===== src/rtl/demux_pkg.sv =====
// Shared definitions for the 1x2 packet dispatcher: FSM state encoding and
// the destination-selection mode constants.
package demux_pkg;

   typedef enum logic [1:0] {
      IDLE  = 2'd0,
      LOCK0 = 2'd1,
      LOCK1 = 2'd2
   } state_e;

   localparam logic MODE_RR   = 1'b0;
   localparam logic MODE_DEST = 1'b1;

endpackage


===== src/rtl/demux_out_slot.sv =====
// One-entry registered output slot: holds a single beat until the consumer
// takes it, and can be refilled in the same cycle it drains.
module demux_out_slot
   import demux_pkg::*;
#(
   parameter int WIDTH = 8
) (
   input  logic             clk,
   input  logic             rst,
   input  logic             load_i,
   input  logic [WIDTH-1:0] data_i,
   input  logic             last_i,
   input  logic             ready_i,
   output logic             valid_o,
   output logic [WIDTH-1:0] data_o,
   output logic             last_o,
   output logic             can_accept_o
);

   logic             valid_q;
   logic [WIDTH-1:0] data_q;
   logic             last_q;

   // A load wins over a drain so simultaneous load/drain keeps the slot full.
   always_ff @(posedge clk or posedge rst) begin
      if (rst) begin
         valid_q <= 1'b0;
         data_q  <= '0;
         last_q  <= 1'b0;
      end else if (load_i) begin
         valid_q <= 1'b1;
         data_q  <= data_i;
         last_q  <= last_i;
      end else if (ready_i) begin
         valid_q <= 1'b0;
      end
   end

   assign valid_o      = valid_q;
   assign data_o       = data_q;
   assign last_o       = last_q;
   assign can_accept_o = ~valid_q | ready_i;

endmodule


===== src/rtl/demux_1x2_dispatcher.sv =====
// Routes one valid/ready packet stream to one of two output slots, holding the
// destination for the whole packet; sel drives the downstream demux select.
module demux_1x2_dispatcher
   import demux_pkg::*;
#(
   parameter int WIDTH = 8
) (
   input  logic             clk,
   input  logic             rst,
   input  logic [WIDTH-1:0] in_data,
   input  logic             in_valid,
   input  logic             in_last,
   input  logic             in_dest,
   output logic             in_ready,
   input  logic             mode,
   output logic [WIDTH-1:0] out0_data,
   output logic             out0_valid,
   output logic             out0_last,
   input  logic             out0_ready,
   output logic [WIDTH-1:0] out1_data,
   output logic             out1_valid,
   output logic             out1_last,
   input  logic             out1_ready,
   output logic             sel,
   output logic [7:0]       pkt_cnt0,
   output logic [7:0]       pkt_cnt1
);

   state_e     state_q, state_d;
   logic       rr_q, rr_d;
   logic       sel_q, sel_d;
   logic [7:0] pktCnt0_q, pktCnt0_d;
   logic [7:0] pktCnt1_q, pktCnt1_d;

   logic canAccept0, canAccept1;
   logic target, route, routeCanAccept, accept;
   logic load0, load1;

   demux_out_slot #(.WIDTH(WIDTH)) u_slot0 (
      .clk          (clk),
      .rst          (rst),
      .load_i       (load0),
      .data_i       (in_data),
      .last_i       (in_last),
      .ready_i      (out0_ready),
      .valid_o      (out0_valid),
      .data_o       (out0_data),
      .last_o       (out0_last),
      .can_accept_o (canAccept0)
   );

   demux_out_slot #(.WIDTH(WIDTH)) u_slot1 (
      .clk          (clk),
      .rst          (rst),
      .load_i       (load1),
      .data_i       (in_data),
      .last_i       (in_last),
      .ready_i      (out1_ready),
      .valid_o      (out1_valid),
      .data_o       (out1_data),
      .last_o       (out1_last),
      .can_accept_o (canAccept1)
   );

   always_ff @(posedge clk or posedge rst) begin
      if (rst) begin
         state_q   <= IDLE;
         rr_q      <= 1'b0;
         sel_q     <= 1'b0;
         pktCnt0_q <= 8'd0;
         pktCnt1_q <= 8'd0;
      end else begin
         state_q   <= state_d;
         rr_q      <= rr_d;
         sel_q     <= sel_d;
         pktCnt0_q <= pktCnt0_d;
         pktCnt1_q <= pktCnt1_d;
      end
   end

   // Round-robin falls over to the other slot when the preferred one is
   // blocked, so a stalled consumer never idles the input.
   always_comb begin
      target = (mode == MODE_DEST) ? in_dest : rr_q;
      if (mode == MODE_RR) begin
         if (!rr_q && !canAccept0 && canAccept1) begin
            target = 1'b1;
         end else if (rr_q && !canAccept1 && canAccept0) begin
            target = 1'b0;
         end
      end

      case (state_q)
         LOCK0:   route = 1'b0;
         LOCK1:   route = 1'b1;
         default: route = target;
      endcase

      routeCanAccept = route ? canAccept1 : canAccept0;
      accept         = in_valid & routeCanAccept;
      load0          = accept & ~route;
      load1          = accept & route;

      state_d   = state_q;
      rr_d      = rr_q;
      sel_d     = sel_q;
      pktCnt0_d = pktCnt0_q;
      pktCnt1_d = pktCnt1_q;

      if (accept) begin
         sel_d = route;
         if (in_last) begin
            state_d = IDLE;
            rr_d    = ~route;
            if (route) begin
               pktCnt1_d = pktCnt1_q + 8'd1;
            end else begin
               pktCnt0_d = pktCnt0_q + 8'd1;
            end
         end else if (state_q == IDLE) begin
            state_d = route ? LOCK1 : LOCK0;
         end
      end
   end

   assign in_ready = accept;
   assign sel      = sel_q;
   assign pkt_cnt0 = pktCnt0_q;
   assign pkt_cnt1 = pktCnt1_q;

endmodule


===== config.mk =====
export PLATFORM = sky130hd
export DESIGN_NAME = demux_1x2_dispatcher
export DESIGN_NICKNAME = d
export VERILOG_FILES = /design/src/rtl/demux_pkg.sv /design/src/rtl/demux_out_slot.sv /design/src/rtl/demux_1x2_dispatcher.sv
export SDC_FILE = /design/constraint.sdc
export NUM_CORES = 1
export LEC_CHECK = 0
export CAP_MARGIN = 5
export CORE_MARGIN = 3
export CORE_UTILIZATION = 41
export DETAILED_ROUTE_END_ITERATION = 10
export PLACE_DENSITY = 0.79
export SYNTH_ARGS = -nofsm -noshare
export SYNTH_HDL_FRONTEND = slang
export SYNTH_SLANG_ARGS = --single-unit

===== constraint.sdc =====
create_clock -name clk -period 1.9 [get_ports clk]
set_input_delay 0.38 -clock clk [delete_from_list [all_inputs] [get_ports clk]]
set_output_delay 0.38 -clock clk [all_outputs]
set_load 0.01 [all_outputs]

==> results.py <==
metrics = {
    "run_status": {
        "run_status": "finished with violations",
        "violations": "negative setup slack",
    },
    "hold_path": {
        "hold_start": "pkt_cnt1[7]",
        "worstHoldPathCells": 1,
        "hp-class": "register to register",
        "whs_endpoint": "pkt_cnt1[7]",
    },
    "global_route": {
        "grt_pass1_wl_mm": 7.02,
        "grt_pass1_vias": 1480,
        "grt_use_total": 0.179,
        "antenna_found_initial": 0,
        "grt_max_degree": 41,
        "gr-total-overflow": 0,
    },
    "cts": {
        "clk_latency_ps": 300,
        "cts.sinks": 40,
        "path_clk_slew_ps": 80,
        "root_buffer": "clkbuf_8",
        "cts_tree": "built",
        "cts_buffers": 5,
        "cts_buffer_depth": 2,
        "cts_hold_buf": 0,
        "cts_max_level": 2,
    },
    "routing": {
        "drtAntennaViolNets": 0,
        "met3WireLength_um": 318,
        "vias_per_cell": 5.00,
        "finalWirelength_mm": 4.49,
        "drcViolationCount": 0,
        "drt-met1-wl_mm": 1.83,
        "drtIter0Drc": 35,
        "top_layer_used": "met4",
        "drt_pass1_iterations": 4,
        "wl_per_cell_um": 16.4,
        "dr_wl_met2_mm": 2.26,
        "vias": 1365,
    },
    "timing": {
        "rsz0062_at_grt": "true",
        "slew_headroom": 0.661,
        "fin_crit_ps": 2140,
        "slew_viol_final": 0,
        "setup_tns_ps": -5060,
        "period_share": 1.13,
        "clock.fmax_mhz": 467,
        "final-hold-violation-count": 0,
        "setup_viol": 39,
        "tightest_slew_ps": 509,
        "finalClockSkew_ps": 3.67,
        "layout_setup_ws_ps": -243,
    },
    "floorplanning": {
        "die_area_mm2": 0.00509,
        "die_h_um": 71.4,
        "rows": 23,
        "initial_core_util": 0.432,
        "die_x_um": 71.4,
        "io_pins": 54,
        "core_mm2": 0.00406,
    },
    "cells_and_area": {
        "final_cell_mix": "52 x clkdlybuf4s50_1, 40 x dfrtp_1, 23 x buf_4, 13 x xnor2_1, 11 x mux2_2",
        "stdcell_count": 273,
        "drive_gt1_frac": 0.323,
        "fin_nets": 242,
        "area_growth_pct": 58.7,
        "mostFrequentLayoutCell": "clkdlybuf4s50_1",
        "n_antenna_cell": 0,
    },
    "placement": {
        "hpwl_mm": 2.88,
        "gp_congestion": 0.861,
        "numPortBuffers": 53,
        "dp.cells": 254,
        "dpl_worst_slack_ps": -584,
    },
    "worst_setup_path": {
        "end_kind": "output port",
        "cp_max_fo": 3,
        "reg2reg_depth": 10,
        "r2r_end": "pkt_cnt0[1]",
        "cp.required_ps": 1520,
        "path_class": "register to output port",
        "crit_start": "state_q[0]",
        "reg2reg_slack_ps": -230,
        "r2r_start": "state_q[0]",
        "start_kind": "register",
        "critical_path_arrival_ps": 1760,
    },
    "synth": {
        "ys_seq_area_frac": 0.571,
        "ys_ff_latch": 40,
        "syn_nets": 157,
        "synthCells": 137,
        "syn_area_mm2": 0.00175,
        "ys_warn_count": 0,
        "syn_avg_cell_area_um2": 12.8,
        "yosysUniqueCellTypes": 31,
    },
    "flow_run": {
        "max_cap_violations": 0,
    },
    "power": {
        "p_per_area_mw_per_mm2": 1600,
        "irDropWorstVdd_mv": 1.02,
        "power_leakage_nw": 1.24,
    },
}
## metal layers
layer	up-vias	GRT usage
met3	6	0.0842
met4	0	0.0772
li1	641	-
met5	-	0
met1	673	0.204
met2	45	0.289
## kinds of logic (layout without fill, tap and decap cells)
kind of cell,count (synthesis),after routing,synth area share
DFF,40,40,0.571
and+or+nand+nor,35,35,0.111
muxes,20,20,0.129
xor gates and xnor gates,14,14,0.0700
AOI/OAI and AO/OA,12,12,0.0550
buffers and inverters,12,98,0.0350
adders and majority gates,4,4,0.0286
## area by class of cell
type                       count  area (um^2)
tap                           50         62.6
timing repair buffer          82          825
sequential                    40         1000
clock buffer                   6         82.6
multi-input combinational     85          764
clock inverter                 2         15.0
fill                         273         1280
inverter                       8         30.0
## cells in the mapped netlist
master	number	area [um^2]
or2_2	1	6.26
o21ai_1	1	5.00
buf_6	1	11.3
o21ai_0	3	15.0
nor2b_1	2	12.5
nor2_1	5	18.8
a21oi_1	1	5.00
mux2_2	17	191
buf_4	2	15.0
ha_1	4	50.1
a21o_1	1	7.51
nand2b_1	2	12.5
o2bb2ai_1	2	17.5
and2_1	1	6.26
a21oi_2	1	8.76
mux2i_1	2	20.0
and4_1	1	8.76
nand2_4	1	11.3
and3_1	3	18.8
a22o_1	1	8.76
buf_2	1	5.00
and3b_1	1	8.76
xnor2_1	14	123
a21oi_4	1	16.3
nand3_1	8	40.0
nand2_1	5	18.8
dfrtp_1	40	1000
o2111a_2	1	12.5
nand4_1	5	31.3
inv_1	8	30.0
mux2_4	1	15.0
## power by group
group          internal (W)  switching [W]
Combinational       0.00147       0.000895
Clock              0.000294       0.000311
Sequential          0.00120       0.000272
## per-stage QoR
step                      cell area, um^2  hold slack, ps  power, W   util
after floorplan                      1780             477   0.00240      -
after global placement               2470             463   0.00335  0.608
after detailed placement             2470             469   0.00344  0.608
after CTS                            2660             479   0.00424  0.656
after global routing                 2780             504   0.00470  0.685
final                                2780             477   0.00445  0.685
## sequential cells by signal, summed over array words and instances, names as in the netlist
name             flops
state_q              2
u_slot1.last_o       1
sel                  1
u_slot0.valid_o      1
u_slot1.valid_o      1
rr_q                 1
pkt_cnt1             8
u_slot0.last_o       1
u_slot1.data_o       8
pkt_cnt0             8
u_slot0.data_o       8
## critical path, cell delays in order, from the launching register on
cell,delay [ps]
dfrtp_1,360
inv_2,60
ha_4,270
and3b_1,190
a21oi_2,150
buf_4,150
a21oi_4,60
nor2_4,90
inv_2,40
buf_6,110
## repair_timing
item / in CTS / in global routing
endpoints found under the setup margin: 32 / 40
buffers inserted: 5 / 3
gates cloned: 1 / 2
gates resized for setup: 12 / 15
pin swaps: 4 / 2
## worst max-delay path by stage
stage,slack (ps),end,depth (start not counted)
after CTS,-220,in_ready,9
after global placement,-530,in_ready,7
final,-240,in_ready,9
after global routing,-330,in_ready,8
after floorplan,0.6,pkt_cnt0[1],8
after detailed placement,-580,in_ready,7
Power figures use the tool's default switching activity.
==> RTL change 1: new RTL, config.mk and constraints unchanged <==
`WIDTH` is set to 8 in 2 places; all go to 6.
--- a/src/rtl/demux_out_slot.sv
+++ b/src/rtl/demux_out_slot.sv
@@ -4,5 +4,5 @@
    import demux_pkg::*;
 #(
-   parameter int WIDTH = 8
+   parameter int WIDTH = 6
 ) (
    input  logic             clk,
--- a/src/rtl/demux_1x2_dispatcher.sv
+++ b/src/rtl/demux_1x2_dispatcher.sv
@@ -4,5 +4,5 @@
    import demux_pkg::*;
 #(
-   parameter int WIDTH = 8
+   parameter int WIDTH = 6
 ) (
    input  logic             clk,
Interface: changed (resized in_data, out0_data and out1_data); port bits go from 54 to 48. The function was not compared with the original's and may differ.
==> RTL change 1 against the unedited design <==
- the run still ends with setup timing left
- critical path type unchanged
- hold slack got worse by 7.9 ps
- total power is 2.6% lower
- clock power grew 12%
- synthesized cell count shrank 11%
- sequential power decreased by 10%
- sequential cell count down 4
- worst setup slack got worse by 160 ps
- combinational power decreased by 2%
- critical endpoint unchanged
- highest routed layer unchanged
- clock skew up 2.9 ps
- area after synthesis decreased by 6.2%
- fmax is 7.0% lower
- largest cell class unchanged
- core utilization is 2.3 points higher
- wire length is 4.9% lower
- final area fell by 4.0%
==> RTL change 1: results (changes against the unedited design) <==
Final setup fails: 28 (was 39)
Clock Pin Slew Worst Setup and Hold Paths: 70 ps
Number of diodes: 0 (unchanged)
Final clock skew: 6.53 ps (was 3.67 ps)
VDD IR max: 0.741 mV (was 1.02 mV)
Total Neg Setup Slack: -5180 ps (was -5060 ps)
Status: complete, but fails checks (unchanged)
Count of different cell masters after synthesis: 35 (was 31)
First-pass GRT wire length: 6.97 mm (was 7.02 mm)
Cells after synthesis: 122 (was 137)
Port Buffer Count: 47 (was 53)
Synth top cells by count: dfrtp_1, xnor2_1, nand2_1 (was dfrtp_1, mux2_2, xnor2_1)
WL final: 4.27 mm (was 4.49 mm)
Hpwl dp: 2.79 mm (was 2.88 mm)
Register area share after synthesis: 54.8% (was 57.1%)
Ys Warns: 0 (unchanged)
Via/cell ratio: 5.04 (was 5.00)
Worst Tran Pin Value: 447 ps (was 509 ps)
Min-delay worst type: in2reg (was reg2reg)
Nets: 225 (was 242)
Syn_nets: 140 (was 157)
CP arrival: 1920 ps (was 1760 ps)
Fillers: 235 (was 273)
Post-placement cell count: 235 (was 254)
DRC marker count from the first detailed-route iteration: 59 (was 35)
Clk_lat worst skew: 290 ps
DR vias: 1290 (was 1365)
Share of cells above drive strength 1: 35.6% (was 32.3%)
All-Layer GR Usage: 18.6% (was 17.9%)
Failing checks: setup timing (unchanged)
Synth area leaders: dfrtp_1, xnor2_1, mux2_4 (was dfrtp_1, mux2_2, xnor2_1)
Largest net degree at the start of global routing: 37 (was 41)
Routability Congestion: 0.811 (was 0.861)
Leak pwr: 1.23 nW (was 1.24 nW)
Vias in the first global route: 1317 (was 1480)
CTS Buf Count: 5 (unchanged)
H-tree levels: 2 (unchanged)
Fin worst setup slack: -404 ps (was -243 ps)
[RTL change 1: cell types whose count changed in the layout (fill, tap and decap cells not counted), moves of 3 or more]
cell and change:
nand3_1 -5, buf_6 +6, nand2_1 +5, inv_1 -3
mux2_2 -6, dfrtp_1 -4, clkdlybuf4s50_1 -8
[RTL change 1: worst paths after layout]
| check | slack (ps) | from | depth (start not counted) | endpoint |
|---|---|---|---|---|
| max in group asynchronous | 1080 | rst | 3 | pkt_cnt1[5] |
| hold reg to reg | 480 | pkt_cnt0[7] | 1 | pkt_cnt0[7] |
| setup / recovery | -400 | state_q[0] | 7 | in_ready |
| setup reg to reg | -370 | state_q[0] | 9 | u_slot0.data_o[5] |
| hold / removal | 470 | out0_ready | 3 | u_slot0.valid_o |
| min in group asynchronous | 500 | rst | 3 | pkt_cnt0[7] |
[RTL change 1: logic make-up after synthesis]
logic type | share of synthesized area, %
muxes | 11.0
xor gates and xnor gates | 7.46
buffers and inverters | 1.60
DFF | 54.8
AOI/OAI and AO/OA | 7.77
and+or+nand+nor | 14.3
adders and majority gates | 3.05
[RTL change 1: report_power, final]
| group | internal (W) | total, W | switching [W] | leakage (nW) |
|---|---|---|---|---|
| Sequential | 0.00107 | 0.00132 | 0.000252 | 0.449 |
| Clock | 0.000388 | 0.000678 | 0.000290 | 0.0541 |
| Combinational | 0.00141 | 0.00233 | 0.000914 | 0.730 |
[RTL change 1: metrics by stage]
stage | hold WS (ps) | utilization (%) | cell area [µm²] | setup WS [ps]
final | 469 | 70.8 | 2670 | -404
after global routing | 466 | 70.8 | 2670 | -469
after CTS | 484 | 68.6 | 2590 | -366
after detailed placement | 474 | 61.5 | 2320 | -683
after global placement | 461 | 61.5 | 2320 | -621
after floorplan | 505 | - | 1660 | -140
[RTL change 1: routing by layer]
metal	wire length, µm	share of wire, %	global-route usage (%)
met5	0	0	0
met4	68	1.6	6.51
met3	204	4.8	5.36
met2	2230	52	33.1
met1	1760	41	21.1
[RTL change 1: final cells by class]
cell class / instances / area, µm² / area share, %
well taps: 48 / 60.1 / 2.25
repair buffers: 79 / 782 / 29.3
inverters: 4 / 15.0 / 0.563
multi-input cells: 81 / 800 / 30.0
clock inverters: 3 / 42.5 / 1.59
clock buffers: 5 / 68.8 / 2.58
flip-flops and latches: 36 / 901 / 33.8
[RTL change 1: worst max-delay path, stage by stage, from the launching register on]
cell	delay [ps]
dfrtp_1	370
inv_2	60
ha_4	270
and3b_1	200
nand3b_4	160
or3b_4	400
nand2_4	80
buf_6	90
[RTL change 1: what timing repair did]
| item | in CTS | in global routing |
|---|---|---|
| endpoints found under the hold margin | 0 | 0 |
| gates cloned | 1 | 0 |
| buffers inserted | 9 | 5 |
| pin swaps | 6 | 4 |
| resized for setup | 22 | 12 |
| endpoints found under the setup margin | 32 | 32 |
==> RTL change 2: new RTL, same settings <==
Without the edit above. Encoding of `state_e`: now one-hot (3 bits for 3 states).
--- a/src/rtl/demux_pkg.sv
+++ b/src/rtl/demux_pkg.sv
@@ -3,8 +3,8 @@
 package demux_pkg;
 
-   typedef enum logic [1:0] {
-      IDLE  = 2'd0,
-      LOCK0 = 2'd1,
-      LOCK1 = 2'd2
+   typedef enum logic [2:0] {
+      IDLE  = 3'b001,
+      LOCK0 = 3'b010,
+      LOCK1 = 3'b100
    } state_e;
 
Check against the original RTL: no difference found for any inputs over 10 cycles, from zero or initial values and one cycle with rst high; not proved beyond that.
==> RTL change 2 against the unedited design <==
- the flow still finishes with violations (setup timing)
- area after synthesis rose by 3.0%
- total power fell by 6.8%
- register-to-register slack improved by 160 ps
- wire length rose by 6.4%
- final area rose by 3.9%
- worst setup slack improved by 5.5 ps
- critical path depth fell by 4
- sequential cell count rose by 1
- non-clock buffer count fell by 2
==> RTL change 2: results (changes against the unedited design) <==
Leak pwr: 1.36 nW (was 1.24 nW)
DR WL met2: 2.23 mm (was 2.26 mm)
Register area share after synthesis: 56.9% (was 57.1%)
DRC marker count from the first detailed-route iteration: 114 (was 35)
CP Max Fanout: 2 (was 3)
DR vias: 1500 (was 1365)
Setup Slack @ Placement: -660 ps (was -584 ps)
RR Endpoint: u_slot0.data_o[4] (was pkt_cnt0[1])
Fillers: 300 (was 273)
Failing checks: setup timing (unchanged)
Nets: 249 (was 242)
Vias in the first global route: 1554 (was 1480)
First-pass GRT wire length: 7.54 mm (was 7.02 mm)
Min-delay worst type: in2async (was reg2reg)
WL final: 4.77 mm (was 4.49 mm)
Met3 routed WL: 385 µm (was 318 µm)
Synth area leaders: dfrtp_1, mux2_2, xnor2_1 (unchanged)
VDD IR max: 0.854 mV (was 1.02 mV)
Routability Congestion: 0.722 (was 0.861)
FF-to-FF setup slack: -70 ps (was -230 ps)
Status: complete, but fails checks (unchanged)
Fin worst setup slack: -237 ps (was -243 ps)
H-tree levels: 2 (unchanged)
Mean Syn Cell Area: 12.2 µm² (was 12.8 µm²)
Worst Tran Pin Value: 349 ps (was 509 ps)
Share of cells above drive strength 1: 28.4% (was 32.3%)
Reg2reg start: state_q[2] (was state_q[0])
All-Layer GR Usage: 18.6% (was 17.9%)
Hpwl dp: 2.88 mm (about the same)
Syn_nets: 166 (was 157)
M1 WL: 2.09 mm (was 1.83 mm)
Avg WL per Cell: 16.9 µm (was 16.4 µm)
Final setup fails: 14 (was 39)
Initial antenna violation count: 0 (unchanged)
Root Buffer: clkbuf_8 (unchanged)
Largest net degree at the start of global routing: 42 (was 41)
Synth top cells by count: dfrtp_1, nand2_1, mux2_2 (was dfrtp_1, mux2_2, xnor2_1)
Worst Reg2Reg Path Length in Cells: 6 (was 10)
Async SR Flop Fraction: 100% (unchanged)
Final clock skew: 12.5 ps (was 3.67 ps)
Count of different cell masters after synthesis: 36 (was 31)
Final slew viol count: 0 (unchanged)
Post-placement cell count: 266 (was 254)
-- RTL change 2: worst max path at each step --
stage               startpoint                 to  cells past startpoint  slack [ps]
global placement          mode           in_ready                      6        -610
detailed placement        mode           in_ready                      6        -660
CTS                 state_q[2]           in_ready                      5        -250
floorplan           state_q[2]  u_slot0.data_o[3]                      5          50
finish              state_q[2]           in_ready                      5        -240
global route        state_q[2]           in_ready                      5        -300
-- RTL change 2: worst max-delay path, stage by stage, from the launching register on --
cell,delay [ps]
dfrtp_1,410
or3b_4,390
and2_4,150
a211o_1,280
nand2b_1,100
buf_2,130
-- RTL change 2: where the power goes --
part           internal, W  switching (W)
registers          0.00123       0.000289
clock network     0.000261       0.000288
logic              0.00125       0.000824
-- RTL change 2: per-layer routing --
| layer | up-vias | track usage (%) |
|---|---|---|
| li1 | 681 | - |
| met1 | 739 | 23.7 |
| met2 | 68 | 29.7 |
| met3 | 12 | 7.76 |
| met4 | 0 | 3.55 |
| met5 | - | 0 |
-- RTL change 2: per-stage QoR --
stage	setup TNS (ps)	hold slack, ps	instance area, µm²
3_5_place_dp	-12680	458	2530
2_1_floorplan	0	504	1800
3_3_place_gp	-10540	460	2530
5_1_grt	-1590	451	2890
6_report	-839	436	2890
4_1_cts	-590	443	2780
-- RTL change 2: logic make-up after synthesis --
kind of cell,Yosys count,share of synthesized area (%)
AND/OR/NAND/NOR,48,14.6
flip-flops,41,56.9
multiplexers,18,11.2
AO/OA/AOI/OAI,15,6.45
XOR/XNOR,14,6.80
buffers and inverters,10,2.57
adder cells (fa/ha/maj),2,1.39
-- RTL change 2: layout make-up --
cell class,instances,area (µm²),area share [%]
clock buffer,8,80.1,2.77
inverter,6,22.5,0.780
multi-input combinational,97,890,30.8
sequential,41,1030,35.6
tap,50,62.6,2.17
timing repair buffer,80,806,27.9
-- RTL change 2: repair_timing --
item,in CTS,in global routing
endpoints found under the setup margin,28,36
buffers inserted,9,1
gates cloned,0,1
pin swaps,7,14
resized for setup,31,21
hold buffers,0,0
